$ cat config.mk
export PLATFORM = sky130hd
export DESIGN_NAME = ex_wbuf
export DESIGN_NICKNAME = d
export VERILOG_FILES = /design/src/rtl/ex_wbuf.sv
export SDC_FILE = /design/constraint.sdc
export NUM_CORES = 1
export LEC_CHECK = 0
export CAP_MARGIN = 10
export CORE_MARGIN = 3
export CORE_UTILIZATION = 30
export DETAILED_ROUTE_END_ITERATION = 6
export HOLD_SLACK_MARGIN = 0.05
export PLACE_DENSITY = 0.49
export SETUP_SLACK_MARGIN = 0.1
export SLEW_MARGIN = 10
export SYNTH_ARGS = -nofsm -noshare
export SYNTH_HDL_FRONTEND = slang
export SYNTH_SLANG_ARGS = --single-unit
$ cat constraint.sdc
create_clock -name clk -period 7 [get_ports clk]
set_clock_uncertainty 0.2 [all_clocks]
set_input_delay 0.7 -clock clk [delete_from_list [all_inputs] [get_ports clk]]
set_output_delay 0.7 -clock clk [all_outputs]
set_load 0.02 [all_outputs]
$ cat src/rtl/ex_wbuf.sv
// Posted-write buffer between the core data port and the RIB bus master port.
// Optional store-to-load forwarding is built when WBUF_FWD_EN is defined.
module ex_wbuf #(
  parameter int unsigned DEPTH = 4,
  parameter int unsigned AW    = 32,
  parameter int unsigned DW    = 32
) (
  input  logic          clk,
  input  logic          rst,
  input  logic [AW-1:0] core_addr_i,
  input  logic [DW-1:0] core_data_i,
  input  logic          core_req_i,
  input  logic          core_we_i,
  output logic [DW-1:0] core_data_o,
  output logic          core_hold_o,
  output logic [AW-1:0] bus_addr_o,
  output logic [DW-1:0] bus_data_o,
  output logic          bus_req_o,
  output logic          bus_we_o,
  input  logic [DW-1:0] bus_data_i,
  input  logic          bus_gnt_i,
  output logic          empty_o
);

  localparam int unsigned PW = $clog2(DEPTH);
  localparam int unsigned CW = PW + 1;
  localparam logic [CW-1:0] FullCnt = CW'(DEPTH);

  logic [AW-1:0] addr_mem [DEPTH];
  logic [DW-1:0] data_mem [DEPTH];

  logic [PW-1:0] wr_ptr_q, wr_ptr_d;
  logic [PW-1:0] rd_ptr_q, rd_ptr_d;
  logic [CW-1:0] count_q, count_d;

  logic buf_empty;
  logic buf_full;
  logic push;
  logic pop;
  logic          fwd_hit;
  logic [DW-1:0] fwd_data;

  assign buf_empty = (count_q == '0);
  assign buf_full  = (count_q == FullCnt);
  // Full is judged on the registered count, so a same-cycle pop never lifts the hold.
  assign push      = core_req_i & core_we_i & ~buf_full;
  assign pop       = ~buf_empty & bus_gnt_i;
  assign empty_o   = buf_empty;

  always_comb begin
    wr_ptr_d = wr_ptr_q;
    rd_ptr_d = rd_ptr_q;
    count_d  = count_q;
    if (push) wr_ptr_d = wr_ptr_q + 1'b1;
    if (pop)  rd_ptr_d = rd_ptr_q + 1'b1;
    unique case ({push, pop})
      2'b10:   count_d = count_q + 1'b1;
      2'b01:   count_d = count_q - 1'b1;
      default: count_d = count_q;
    endcase
  end

  always_ff @(posedge clk or negedge rst) begin
    if (!rst) begin
      wr_ptr_q <= '0;
      rd_ptr_q <= '0;
      count_q  <= '0;
    end else begin
      wr_ptr_q <= wr_ptr_d;
      rd_ptr_q <= rd_ptr_d;
      count_q  <= count_d;
    end
  end

  always_ff @(posedge clk) begin
    if (push) begin
      addr_mem[wr_ptr_q] <= core_addr_i;
      data_mem[wr_ptr_q] <= core_data_i;
    end
  end

`ifdef WBUF_FWD_EN
  logic [PW-1:0] fwd_idx;

  // Scan oldest to youngest so the last match is the youngest entry.
  always_comb begin
    fwd_hit  = 1'b0;
    fwd_data = '0;
    fwd_idx  = '0;
    for (int unsigned i = 0; i < DEPTH; i++) begin
      fwd_idx = rd_ptr_q + PW'(i);
      if ((CW'(i) < count_q) && (addr_mem[fwd_idx] == core_addr_i)) begin
        fwd_hit  = 1'b1;
        fwd_data = data_mem[fwd_idx];
      end
    end
  end
`else
  assign fwd_hit  = 1'b0;
  assign fwd_data = '0;
`endif

  // Outputs are forced quiet while reset is asserted.
  always_comb begin
    bus_req_o   = 1'b0;
    bus_we_o    = 1'b0;
    bus_addr_o  = '0;
    bus_data_o  = '0;
    core_data_o = '0;
    core_hold_o = 1'b0;
    if (rst) begin
      if (!buf_empty) begin
        bus_req_o  = 1'b1;
        bus_we_o   = 1'b1;
        bus_addr_o = addr_mem[rd_ptr_q];
        bus_data_o = data_mem[rd_ptr_q];
      end
      if (core_req_i) begin
        if (core_we_i) begin
          core_hold_o = buf_full;
        end else if (buf_empty) begin
          bus_req_o   = 1'b1;
          bus_addr_o  = core_addr_i;
          core_data_o = bus_data_i;
          core_hold_o = ~bus_gnt_i;
        end else if (fwd_hit) begin
          core_data_o = fwd_data;
        end else begin
          core_hold_o = 1'b1;
        end
      end
    end
  end

endmodule

---- Word-level counts from Yosys, hierarchy flattened ----
Memory sizes are Yosys's and may differ from the RTL's.
Index checks and enable logic that the tools add are counted.
operators by class
  mux-type cells .......................... 24
  reduce and logical (&&, ||, !) cells .... 2
  equality and inequality tests ........... 3
  bitwise gates (word level) .............. 6
  order comparisons ....................... 0
  div/mod/pow operators ................... 0
  shift operators ......................... 0
  multiply operators ...................... 0
  $add $sub $neg .......................... 4
operators with widths
  kind                                                                   number
  32-bit two-way mux                                                     11
  1-bit two-way mux                                                      12
  3-bit one-hot mux with 2 select lines                                  1
  2-bit by 1-bit adder with 2-bit output, second input constant          2
  3-bit by 1-bit adder with 3-bit output, second input constant          1
  1-bit AND                                                              3
  3-bit equality test, second input constant                             1
  3-bit zero test                                                        1
  1-bit inverter                                                         3
  3-bit by 1-bit subtractor with 3-bit output, second input constant     1
  2-bit by 1-bit equality test with 1-bit output, second input constant  1
  2-bit equality test, second input constant                             1
  2-bit nonzero test                                                     1
word-level totals
  memory bits (writable) .................. 256
  bits in read-only memories .............. 0
  memories kept ........................... 2
  register bits after elaboration ......... 7
  input port bits ......................... 101
  output and inout bits ................... 100
  latch bits .............................. 0
memories
  name      depth  bits a word  read ports  clocked after Yosys merged registers in  wr ports  line  text
  addr_mem  4      32           1           0                                        1         29    logic [AW-1:0] addr_mem [DEPTH];
  data_mem  4      32           1           0                                        1         30    logic [DW-1:0] data_mem [DEPTH];

---- Depth between registers and ports, before layout ----
  word-level depth ........................ 6
  mapped depth ............................ 9

---- Worst setup path before layout ----
OpenSTA, ideal clock, no wires.
  path type ............................... input to register
  from .................................... in core_req_i
  to ...................................... mem addr_mem[0][0], enable pin
  slack ................................... 3741 ps
  data arrival time ....................... 2630 ps
  stages .................................. 3
  path buffers ............................ 0
  cell sequence ........................... nand2_1 -> a21oi_1 -> and2_1
between the ends
  word-level cells in the longest chain between the ends .. 4
RTL lines
  element                                  line  text
  start, declared                          12    input logic core_req_i,
  1-bit AND (2 in series)                  46    assign push = core_req_i & core_we_i & ~buf_full;
  1-bit two-way mux                        76    if (push) begin
  1-bit two-way mux (not written as such)  77    addr_mem[wr_ptr_q] <= core_addr_i;
  end, declared                            29
Every way passes these cells.

---- Final worst setup path ----
  from .................................... reg rd_ptr_q[0]
  to ...................................... out bus_addr_o[31]
between the ends
  word-level cells in the longest chain between the ends .. 6
RTL lines
  element                     line  text
  start, declared             33    logic [PW-1:0] rd_ptr_q, rd_ptr_d;
  start signal, assigned      70    rd_ptr_q <= rd_ptr_d;
  memory read 4 x 32 bit (*)  --
  32-bit two-way mux (*)      112   if (!buf_empty) begin
  32-bit two-way mux          121   end else if (buf_empty) begin
  32-bit two-way mux          119   if (core_we_i) begin
  32-bit two-way mux (*)      118   if (core_req_i) begin
  32-bit two-way mux (*)      111   if (rst) begin
  end, declared               16    output logic [AW-1:0] bus_addr_o,
Mark *: on every way between the ends. The rest lies on a longest branch, timed or not.

==> metrics.md <==
| Metric | Value |
|---|---|
| Row count | `67` |
| TNS Setup | `0 ns` |
| Filler Cell Count | `just over 3000` |
| Top post-synthesis cells by area | `edfxtp_1 (73%), mux4_2 (14%), a22o_1 (2.3%)` |
| Cells after DPL | `1115` |
| Setup crit end kind | `output port` |
| Final nets | `approximately 800` |
| Final setup fails | `0` |
| Clock power share | `28.4%` |
| Synth Instances | `between 400 and 500` |
| Die Width | `193 um` |
| Drt wl/cell | `20.4 um` |
| Netlist Area Pre-Place | `approximately 10000 um2` |
| Layout cells sized above 1 | `around 19%` |
| DR DRC count | `0` |
| Crit path capture | `bus_addr_o[31]` |
| Synth area leader | `edfxtp_1` |
| R2r startpoint | `count_q[0]` |
| Final Wtd Congestion | `0.686` |
| Avg Inst Size Synth | `21.2 um2` |
| Core area | `34000 um2` |
| DR iter-0 viols | `roughly 340` |
| Critical Path, Cell by Cell | `buf_4 -> mux4_2 -> a22o_2 -> clkdlybuf4s50_1` |
| Tightest Pin Transition | `1.07 ns` |
| Maximum VDD drop | `0.192 mV` |
| CTS buffer count | `28` |
| CTS tree | `built` |
| Crit. Startpoint | `rd_ptr_q[0]` |
| DR vias/cell | `around 4.7` |
| Syn_nets | `approximately 600` |
| Die ar. | `about 37000 um2` |
| I/O pin total | `between 200 and 250` |
| Critical Path RT | `6.10 ns` |
| Dpl hpwl | `13800 um` |
| Starting density of the core | `slightly above 30%` |
| Overall Global Routing Usage | `12.8%` |
| # hold bufs at CTS | `0` |
| Maximum clock rate | `0.224 GHz` |
| Final worst path period share | `a little under two thirds` |
| Cell variety after synth | `29` |
| MaxCap Viol Count | `0` |
| Crit path kind | `reg -> out` |
| Slew HR | `28.5%` |
| Vias in the first global route | `5979` |
| Outcome | `finished, final reports clean` |
| CTS Root Buffer Type | `clkbuf_16` |
| Post-CTS Setup Bufs | `0` |
| Max clock buf depth | `3` |
| Area growth, synth to finish | `32.0%` |
| Total Power | `5.04 mW` |
| Worst path max stage delay | `1.05 ns` |
| Worst skew pair latency | `0.54 ns` |
| Die height | `193 um` |
| CTS Sinks | `~260` |
| Commonest non-fill, non-tap cells in the layout | `edfxtp_1 (256), clkdlybuf4s50_1 (200), mux4_2 (64)` |
| Worst path depth | `4` |
| Reg2reg setup slack | `4.42 ns` |
| Antenna violations before repair | `3` |
| Resize count post-CTS | `0` |
| CP bufs+invs | `2` |
| Port bufs | `200` |
| First-pass GRT wire length | `about 36000 um` |
| Seq cells post-synth | `263` |
| Sequential share of the synthesized area | `between 70% and 80%` |
| Cell-internal power | `3.58 mW` |
| Post-route ant nets | `0` |
| Placed cell areas | `between 10000 and 15000 um2` |
| Static leakage | `4.59 nW` |
| Slew Viols, Final | `0` |
| Pin count of the biggest net entering global routing | `66` |
| DRT Pass-1 Iters | `5` |
| Slowest-stage cell, CP | `dfrtp_4` |
| Reg2Reg Depth | `3` |
| Sw power | `1.46 mW` |
| Switching share of power | `between 20 and 30%` |
| Final min period | `4.46 ns` |
| Final Cell Area | `13800 um2` |
| Seq pwr share | `42.4%` |
| Finished Core Util | `40.7%` |
| Commonest non-fill, non-tap cell in the layout | `edfxtp_1` |
| Max FO, Critical Path | `45` |
| RSZ-0062 raised after global routing | `no` |
| Final setup margin | `2.54 ns` |
| Yosys top cell area share | `between 70 and 80%` |
| Via count | `5488` |
| Worst slack, placed | `2.54 ns` |
| Maximum level of the CTS H-tree | `1` |
| Reg2Reg Capture Point | `addr_mem[2][16]` |
| Hold Slack | `0.300 ns` |
| Clock transition at path regs | `roughly 0.06 ns` |
| Final non-filler cell total | `1168` |
| Final count of hold timing violations | `0` |
| Grt total ovfl | `0` |
| Element type at the critical path start | `flip-flop` |
| Hold crit path type | `in -> async` |
| CP delay by family, top | `buffers and inverters` |
| Yosys warning total | `0` |
| Combinational fraction of design power | `29.2%` |
| Crit path arrival time | `3.56 ns` |
| WL final | `around 24000 um` |
| Cell area power density | `365 nW/um2` |
## cell usage after synthesis
master	instances
dfrtp_1	7
o21ai_0	1
mux4_2	64
o21bai_1	1
a22o_2	4
clkbuf_2	3
mux2_2	1
buf_6	4
clkbuf_1	12
or3_1	1
and2_1	18
a21oi_1	2
buf_2	11
a21o_1	1
nand3_1	1
fa_1	1
a22o_1	28
nand2_1	4
and3_2	3
xor2_1	3
buf_1	1
nor3_4	1
xnor2_1	3
and2_2	20
nor2_1	2
inv_1	7
ha_1	5
and3_1	29
edfxtp_1	256
## layout make-up
cell class	count	area, um2	share of cell area [%]
Sequential cell	263	7870	56.9
Multi-Input combinational cell	193	2430	17.6
Timing Repair Buffer	204	2030	14.7
Clock buffer	37	734	5.31
Tap cell	448	561	4.06
Clock inverter	15	166	1.20
Inverter	7	26.3	0.190
Antenna cell	1	2.50	0.0181
## power groups by stage
stage          clock network [mW]  registers (mW)  logic [mW]
3_5_place_dp                    0            2.19        1.50
5_1_grt                      1.56            2.18        1.58
6_report                     1.43            2.14        1.47
3_3_place_gp                    0            2.18        1.50
2_1_floorplan                   0            1.99        1.06
4_1_cts                      1.48            2.16        1.51
## registers in the layout, indices dropped and copies added (netlist names)
| register | cells |
|---|---|
| addr_mem | 128 |
| count_q | 3 |
| data_mem | 128 |
| rd_ptr_q | 2 |
| wr_ptr_q | 2 |
## cell families after synthesis
group / synth area share [%]
buffers and inverters: 1.82
and+or+nand+nor: 4.93
muxes: 13.9
xor gates and xnor gates: 0.502
AOI/OAI and AO/OA: 3.01
adders and majority gates: 0.789
DFF: 75.1
## worst min path at each step
stage                   to  slack (ns)  cells past startpoint
3_5_place_dp    count_q[2]        0.30                      1
6_report       rd_ptr_q[1]        0.30                      1
5_1_grt        rd_ptr_q[1]        0.31                      1
3_3_place_gp    count_q[2]        0.30                      1
2_1_floorplan   count_q[0]        0.20                      0
4_1_cts        rd_ptr_q[1]        0.28                      1
## layer usage
metal | track usage (%) | part of all wire, % | up-vias
met4 | 3.47 | 1.9 | 4
met5 | 0 | 0.11 | -
met3 | 2.83 | 7.5 | 34
li1 | - | - | 2441
met1 | 16.7 | 41 | 2825
met2 | 21.7 | 49 | 184
## worst register-to-register path, delay by kind of cell (launching register included)
family	cells	cell delay [ns]
simple gates	2	1.04
compound gates	1	0.49
flops	1	0.41
(Power assumes the default switching activity.)
==> RTL change, RTL diff (config.mk and constraints unchanged) <==
Change the parameter `AW` from 32 to 16.
--- a/src/rtl/ex_wbuf.sv
+++ b/src/rtl/ex_wbuf.sv
@@ -2,7 +2,7 @@
 // Optional store-to-load forwarding is built when WBUF_FWD_EN is defined.
 module ex_wbuf #(
   parameter int unsigned DEPTH = 4,
-  parameter int unsigned AW    = 32,
+  parameter int unsigned AW    = 16,
   parameter int unsigned DW    = 32
 ) (
   input  logic          clk,
Ports: changed (resized bus_addr_o and core_addr_i); port bits go from 201 to 169. The function was not compared with the original's and may differ.
==> RTL change against the original RTL <==
Wire length shrank 25%. Fmax is 2.0% higher. First-iteration DRC count is 26% lower. Count of clock-buffer cells in the layout fell by 19. Largest power group unchanged. Global-route usage fell by 0.24 points. Synthesized area decreased by 24%. Via count shrank 21%. Combinational power fell by 18%. Critical path type unchanged. Critical endpoint is now bus_addr_o[1]. Total power shrank 28%. Sequential cell count decreased by 64. Design area shrank 24%. Setup slack improved by 0.088 ns.
==> RTL change: results (changes against the original RTL) <==
.. list-table::
   :header-rows: 1

   * - Metric
     - Value
   * - Result of the run
     - finished clean
   * - Post-placement cell area
     - 10000 um^2 (-22%)
   * - Ranking of synthesized cells by area
     - sky130_fd_sc_hd__edfxtp_1 72%, sky130_fd_sc_hd__mux4_2 14%, sky130_fd_sc_hd__and2_1 3.0%
   * - Cell types with the highest counts after synthesis
     - 192 x sky130_fd_sc_hd__edfxtp_1, 48 x sky130_fd_sc_hd__mux4_2, 38 x sky130_fd_sc_hd__and2_1
   * - Max VDD drop
     - 254 uV (+33%)
   * - Final Hold Slack
     - 0.159 ns (-0.141 ns)
   * - Register-to-register setup slack
     - 4.22 ns (-0.20 ns)
   * - Largest registers
     - data_mem (128), addr_mem (64), count_q (3)
   * - Cell total after placement
     - 877 (-21%)
   * - Fill cells
     - 2374 (-23%)
   * - Vias
     - 4311 (-21%)
   * - Crit Reg-Reg Endpoint
     - data_mem[2][16]
   * - Count of antenna diodes in the layout
     - 0 (-1)
   * - First-pass iteration count of the detailed router
     - 4 (-1)
   * - I/O Buffers
     - 168 (-16%)
   * - Register area share after synthesis
     - 74.3% (-0.79 points)
   * - Number of flops mapped to enable cells by yosys
     - 192 (-25%)
   * - Final WL
     - 17900 um (-25%)
   * - Number of nets produced by synthesis
     - 483 (-20%)
   * - Critical Path End
     - bus_addr_o[1]
   * - Static leakage power
     - 3.55 nW (-23%)
   * - Worst-Margin Slew
     - 0.798 ns (-0.275 ns)
   * - Number of global-route vias before repair
     - 4644 (-22%)
   * - Wire length per cell
     - 19.7 um (-3.9%)
   * - Initial antenna violation count
     - 1 (-2)
   * - Synth unique cells
     - 26 (-10%)
   * - Global-route wire length before repair
     - 27100 um (-25%)
   * - Synth Area in Adders
     - 1.03% (+0.24 points)
   * - Xor-xnor portion of the synthesized cell area
     - 0.657% (+0.16 points)
   * - Maximum net fanout on the critical path
     - 37 (-18%)
   * - First element of the critical path
     - count_q[0]
   * - Min Clock Period, post-route
     - 4.38 ns (-0.0878 ns)
   * - Share of layout cells above drive strength 1
     - 16.4% (-3.0 points)
-- RTL change: cell types whose count changed after synthesis, sizes merged --
cell	before	now
mux4	64	48
clkbuf	15	9
edfxtp	256	192
a22o	32	16
-- RTL change: logic make-up (layout without fill, tap and decap cells) --
logic type	Yosys count	in the layout
mux	49	49
xor+xnor	6	6
buf+inv	32	214
flops	199	199
simple gates	79	79
fa+ha+maj	6	6
compound gates	21	21
-- RTL change: area by class of cell --
cell class              count  area share, %
flip-flops and latches    199           56.3
multi-input cells         161           17.9
repair buffers            175           16.4
clock buffers              18           4.06
well taps                 335           3.97
clock inverters            14           1.11
inverters                   7          0.249
-- RTL change: worst register-to-register path, cell delays in order (launching register included) --
cell and delay, ns:
sky130_fd_sc_hd__dfrtp_1 0.41, sky130_fd_sc_hd__nor2_1 0.10, sky130_fd_sc_hd__a21oi_1 0.48, sky130_fd_sc_hd__and2_2 0.69, sky130_fd_sc_hd__buf_4 0.54
-- RTL change: power by group --
part / internal (mW) / total (mW) / switching, mW
sequential: 1.46 / 1.55 / 0.0901
clock: 0.465 / 0.907 / 0.442
combinational: 0.614 / 1.20 / 0.583
-- RTL change: per-layer routing --
metal  vias up  part of all wire (%)  wire [um]  global-route usage [%]
met4         2                   1.5        272                    3.88
met1      2243                    44       7830                    16.4
li1       1913                     -          -                       -
met2       133                    49       8780                    20.8
met3        20                   5.5        975                    3.19
met5         -                 0.067         12                       0
